<file path="src/rtl/multi_rinse_wash_controller.sv">
// Washing-machine sequencer: soap pass, then up to MAX_RINSE rinse passes, then spin.
// Optional pause support is enabled by defining the WASH_PAUSE_EN macro.
module multi_rinse_wash_controller #(
    parameter int TIMER_W    = 8,
    parameter int WASH_TICKS = 20,
    parameter int SPIN_TICKS = 10,
    parameter int RINSE_W    = 2,
    parameter int MAX_RINSE  = 3
) (
    input  logic               clk,
    input  logic               reset_n,
    input  logic               door_close,
    input  logic               start,
    input  logic               filled,
    input  logic               detergent_added,
    input  logic               drained,
    input  logic               pause,
    input  logic [RINSE_W-1:0] rinse_count,
    output logic               door_lock,
    output logic               motor_on,
    output logic               fill_valve_on,
    output logic               drain_valve_on,
    output logic               soap_wash,
    output logic               water_wash,
    output logic               done,
    output logic               fault,
    output logic [RINSE_W-1:0] rinse_left,
    output logic [2:0]         state
);

    typedef enum logic [2:0] {
        S_IDLE  = 3'd0,
        S_FILL  = 3'd1,
        S_WASH  = 3'd2,
        S_DRAIN = 3'd3,
        S_SPIN  = 3'd4,
        S_DONE  = 3'd5,
        S_FAULT = 3'd6
    } state_t;

    localparam logic [TIMER_W-1:0] WASH_LOAD = TIMER_W'(WASH_TICKS - 1);
    localparam logic [TIMER_W-1:0] SPIN_LOAD = TIMER_W'(SPIN_TICKS - 1);

    state_t             r_state;
    state_t             w_state_next;
    logic [TIMER_W-1:0] r_timer;
    logic [TIMER_W-1:0] w_timer_next;
    logic [RINSE_W-1:0] r_rinse_left;
    logic [RINSE_W-1:0] w_rinse_left_next;
    logic               r_rinse_pass;      // 0 = soap pass, 1 = rinse pass
    logic               w_rinse_pass_next;
    logic [RINSE_W-1:0] w_rinse_clamped;
    logic               w_locked;
    logic               w_paused;

    assign w_locked = (r_state == S_FILL) || (r_state == S_WASH) ||
                      (r_state == S_DRAIN) || (r_state == S_SPIN);

`ifdef WASH_PAUSE_EN
    assign w_paused = pause & w_locked;
`else
    // The pause pin stays on the boundary but never takes effect in this build.
    assign w_paused = pause & 1'b0;
`endif

    assign w_rinse_clamped = (32'(rinse_count) > MAX_RINSE) ? RINSE_W'(MAX_RINSE) : rinse_count;

    always_ff @(posedge clk or negedge reset_n) begin
        if (!reset_n) begin
            r_state      <= S_IDLE;
            r_timer      <= '0;
            r_rinse_left <= '0;
            r_rinse_pass <= 1'b0;
        end else begin
            r_state      <= w_state_next;
            r_timer      <= w_timer_next;
            r_rinse_left <= w_rinse_left_next;
            r_rinse_pass <= w_rinse_pass_next;
        end
    end

    always_comb begin
        w_state_next      = r_state;
        w_timer_next      = r_timer;
        w_rinse_left_next = r_rinse_left;
        w_rinse_pass_next = r_rinse_pass;
        // An opened door beats every other transition, including pause.
        if (w_locked && !door_close) begin
            w_state_next = S_FAULT;
        end else if (!w_paused) begin
            case (r_state)
                S_IDLE: begin
                    if (start && door_close) begin
                        w_state_next      = S_FILL;
                        w_rinse_left_next = w_rinse_clamped;
                        w_rinse_pass_next = 1'b0;
                    end
                end
                S_FILL: begin
                    if (filled && (r_rinse_pass || detergent_added)) begin
                        w_state_next = S_WASH;
                        w_timer_next = WASH_LOAD;
                    end
                end
                S_WASH: begin
                    if (r_timer == '0) begin
                        w_state_next = S_DRAIN;
                    end else begin
                        w_timer_next = r_timer - 1'b1;
                    end
                end
                S_DRAIN: begin
                    if (drained) begin
                        if (r_rinse_left != '0) begin
                            w_rinse_left_next = r_rinse_left - 1'b1;
                            w_rinse_pass_next = 1'b1;
                            w_state_next      = S_FILL;
                        end else begin
                            w_state_next = S_SPIN;
                            w_timer_next = SPIN_LOAD;
                        end
                    end
                end
                S_SPIN: begin
                    if (r_timer == '0) begin
                        w_state_next = S_DONE;
                    end else begin
                        w_timer_next = r_timer - 1'b1;
                    end
                end
                S_DONE: begin
                    if (!door_close) begin
                        w_state_next = S_IDLE;
                    end
                end
                S_FAULT: begin
                    if (!start && door_close) begin
                        w_state_next = S_IDLE;
                    end
                end
                default: w_state_next = S_IDLE;
            endcase
        end
    end

    // Moore outputs; a pause only silences the water/motor actuators.
    always_comb begin
        door_lock      = w_locked;
        fill_valve_on  = (r_state == S_FILL) && !w_paused;
        motor_on       = ((r_state == S_WASH) || (r_state == S_SPIN)) && !w_paused;
        drain_valve_on = ((r_state == S_DRAIN) || (r_state == S_SPIN)) && !w_paused;
        soap_wash      = (r_state == S_WASH) && !r_rinse_pass;
        water_wash     = (r_state == S_WASH) && r_rinse_pass;
        done           = (r_state == S_DONE);
        fault          = (r_state == S_FAULT);
    end

    assign rinse_left = r_rinse_left;
    assign state      = r_state;

endmodule

</file>
<file path="config.mk">
export PLATFORM = sky130hd
export DESIGN_NAME = multi_rinse_wash_controller
export DESIGN_NICKNAME = d
export VERILOG_FILES = /design/src/rtl/multi_rinse_wash_controller.sv
export SDC_FILE = /design/constraint.sdc
export NUM_CORES = 1
export LEC_CHECK = 0
export ABC_CLOCK_PERIOD_IN_PS = 5450
export CORE_AREA = 10 10 59 61
export DETAILED_ROUTE_END_ITERATION = 16
export DIE_AREA = 0 0 69 71
export PLACE_DENSITY_LB_ADDON = 0.08
export SYNTH_ARGS = -nofsm -noshare
export SYNTH_HDL_FRONTEND = slang
export SYNTH_SLANG_ARGS = --single-unit
</file>
<file path="constraint.sdc">
create_clock -name clk -period 5.45 [get_ports clk]
set_input_delay 1.09 -clock clk [delete_from_list [all_inputs] [get_ports clk]]
set_output_delay 1.09 -clock clk [all_outputs]
set_load 0.05 [all_outputs]
</file>
==> results.rst <==
.. list-table::
   :header-rows: 1

   * - Metric
     - Value
   * - Worst hold-check slack
     - about 520 ps
   * - Data arrival, critical path
     - approximately 2600 ps
   * - Detailed-route wire length
     - approximately 2800 um
   * - Height of the die
     - 71 um
   * - Global-route total usage across every layer
     - ~12%
   * - Overall via count from detail_route
     - between 1000 and 1500
   * - CP max FO
     - 21
   * - Reg clk slew, reported paths
     - 90 ps
   * - Ports placed on the boundary
     - 23
   * - Relative max-transition margin
     - between 50% and 60%
   * - Number of gates resized after CTS
     - 0
   * - Number of buffers inserted for hold repair after clock tree synthesis
     - 0
   * - Post-placement cell count
     - 169
   * - Share of the core filled with cells in the final layout
     - 56.4%
   * - Kind of critical path
     - reg -> out
   * - TritonCTS clock tree
     - built
   * - Sequential element share of the synthesized area
     - between 30 and 40%
   * - Maximum achievable frequency
     - about 0.27 GHz
   * - Unrepaired setup endpoints after global routing
     - false
   * - Instance count along the most critical hold path
     - 1
   * - Fin Setup TNS
     - 0 ps
   * - Share of synthesized registers carrying an async set or reset
     - 100%
   * - Count of antenna-violating nets left after detailed routing
     - 0
   * - Post-Synthesis Mean Instance Area
     - between 8 and 9 um^2
   * - Chip width
     - about 70 um
   * - Number of antenna violations at the first check in global routing
     - 0
   * - Core Area
     - about 2400 um^2
   * - Half-perimeter wire length after detailed placement
     - 2160 um
   * - Nets@finish
     - roughly 160
   * - Global-route wire length before repair
     - about 5000 um
   * - Clock buffer depth
     - 2
   * - Initial core utilization
     - between 40% and 50%
   * - Number of synthesis warnings
     - 0
   * - WP data required
     - 4360 ps
   * - Path category of the worst min-delay check
     - reg -> reg
   * - Status
     - finished clean
   * - Power after layout
     - ~0.91 mW
   * - Power density cells
     - 672 nW/um^2
   * - EDFF count, synth
     - 0
   * - Total inserted antenna cells
     - 0
   * - Period minus WS final
     - 3670 ps
   * - H-tree levels
     - 1
   * - Static leakage
     - between 0.5 and 0.6 nW
   * - Fill cells
     - 229
   * - Kind of end point of the critical path
     - primary output
   * - Grt ovf
     - 0
   * - Clock net sink count
     - 14
   * - Largest net degree at the start of global routing
     - 22
   * - Final setup violation count
     - 0
   * - Std cell rows
     - 18
   * - Share of final-layout standard cells stronger than drive strength 1
     - slightly below 8%
   * - Length of the first detailed-routing pass in iterations
     - 4
   * - Worst vdd ir
     - approximately 400 uV
   * - Post-synthesis cell type count
     - 48
   * - Weighted congestion at the end of routability-driven global placement
     - around 0.8
   * - Via density
     - approximately 6.2
   * - Clock buffers created by TritonCTS
     - 3
   * - Synthesized net count
     - 139
   * - Number of buffers inserted by port buffering
     - 21
   * - Transition time of the tightest slew-check pin
     - a little under 700 ps
   * - FF-to-FF path depth
     - 4
   * - Fin cells
     - roughly 170
   * - Die area
     - 4900 um^2
   * - Count of pins over their slew limit
     - 0
   * - Cells after Synth
     - 126
   * - Tcrit/Tclk final
     - 67.3%
   * - Average wire per standard cell
     - approximately 16 um
   * - CTS Root Cell
     - clkbuf_4
   * - Max Cap Violations
     - 0
   * - Number of buffers inserted to repair setup after CTS
     - 0
   * - Number of global-route vias before repair
     - 1096
   * - Post-synthesis register bit count
     - 14
   * - Worst-skew pair later-pin latency
     - about 290 ps
   * - Final setup skew
     - 6.88 ps
   * - Area growth from synthesis to layout
     - 19.8%
   * - Primary flip-flop cell chosen by synthesis mapping
     - dfrtp_1
   * - Initial DRC Count
     - 78
   * - Cell area after synthesis
     - between 1000 and 1500 um^2
   * - Hold Violations, Final
     - 0
   * - Element type at the critical path start
     - flop
   * - Number of remaining DRC errors
     - 0
[area by class of cell]
class	count	area, um^2	area share [%]
clock buffer	4	36.3	2.69
inverter	9	33.8	2.51
multi-input combinational	95	679	50.4
sequential	14	350	26.0
tap	30	37.5	2.79
timing repair buffer	21	210	15.6
[worst max-delay path, stage by stage (launching register included)]
cell and delay [ps]:
dfrtp_1 800, xnor2_1 160, or2_1 370, inv_1 150, clkdlybuf4s50_1 820
[metrics by stage]
step	area [um^2]	worst slack, ps
2_1_floorplan	1120	1840
4_1_cts	1350	1780
6_report	1350	1780
3_5_place_dp	1310	2100
3_3_place_gp	1310	2110
5_1_grt	1350	1630
[cell usage after synthesis, drive strengths merged (2+ instances only)]
library cell,n,area (um^2)
a211oi,5,37.5
o2bb2ai,3,26.3
inv,9,33.8
ha,3,37.5
nand2b,2,12.5
and2,2,12.5
nor3,4,20.0
a22oi,2,15.0
clkbuf,3,11.3
nor4,2,12.5
o211ai,6,58.8
nand2,8,30.0
buf,5,50.0
a32o,2,20.0
a21oi,8,40.0
o21ai,7,35.0
or3b,2,17.5
dfrtp,14,350
o41ai,2,17.5
or4,2,15.0
and3,3,18.8
o21a,2,22.5
nor2,8,30.0
nand3,2,10.0
nor2b,2,12.5
[flip-flops by register name, indices dropped and copies added (netlist names)]
name	cells
rinse_left	2
state	3
r_rinse_pass	1
r_timer	8
[layer usage]
layer,up-vias,routed length [um],track usage (%)
li1,518,-,-
met1,511,1250,14.0
met2,26,1400,20.0
met3,10,130,3.35
met4,0,61,5.59
met5,-,0,0
[placed cells by master (no fill, tap or decap), types with 2 or more instances in the layout]
cell | Yosys | routed
inv_1 | 9 | 9
a32o_1 | 2 | 2
ha_1 | 3 | 3
clkdlybuf4s50_1 | 0 | 21
o2bb2ai_1 | 3 | 3
clkbuf_4 | 0 | 3
nor2_1 | 8 | 8
o211ai_1 | 5 | 5
and2_1 | 2 | 2
and3_1 | 3 | 3
a22oi_1 | 2 | 2
nor2b_1 | 2 | 2
nor4_1 | 2 | 2
a211oi_1 | 5 | 5
a21oi_1 | 8 | 8
o41ai_1 | 2 | 2
nand3_1 | 2 | 2
or4_1 | 2 | 2
nand2_1 | 8 | 8
o21ai_0 | 6 | 6
dfrtp_1 | 14 | 14
nand2b_1 | 2 | 2
nor3_1 | 4 | 4
[power by group]
part / internal, mW / switching, mW / leakage [nW]
Clock: 0.0407 / 0.0362 / 0.0210
Sequential: 0.142 / 0.0922 / 0.169
Combinational: 0.221 / 0.374 / 0.332
Total: 0.404 / 0.502 / 0.522
[cell families after synthesis]
kind of cell    count (synthesis)  synth area share [%]
simple gates                   43                  21.6
mux                             2                  1.89
compound gates                 45                  31.9
fa+ha+maj                       4                  4.23
flops                          14                  31.1
xor+xnor                        1                 0.779
buf+inv                        17                  8.45
[final timing paths]
check | start | end | slack, ps
min in group asynchronous | reset_n | r_timer[2] | 1210
worst max register to register | state[1] | r_timer[2] | 3280
worst min register to register | rinse_left[1] | rinse_left[1] | 520
worst min-delay path | rinse_left[1] | rinse_left[1] | 520
max in group asynchronous | reset_n | r_timer[7] | 3810
worst max-delay path | state[1] | motor_on | 1780
Power figures use the tool's default switching activity.
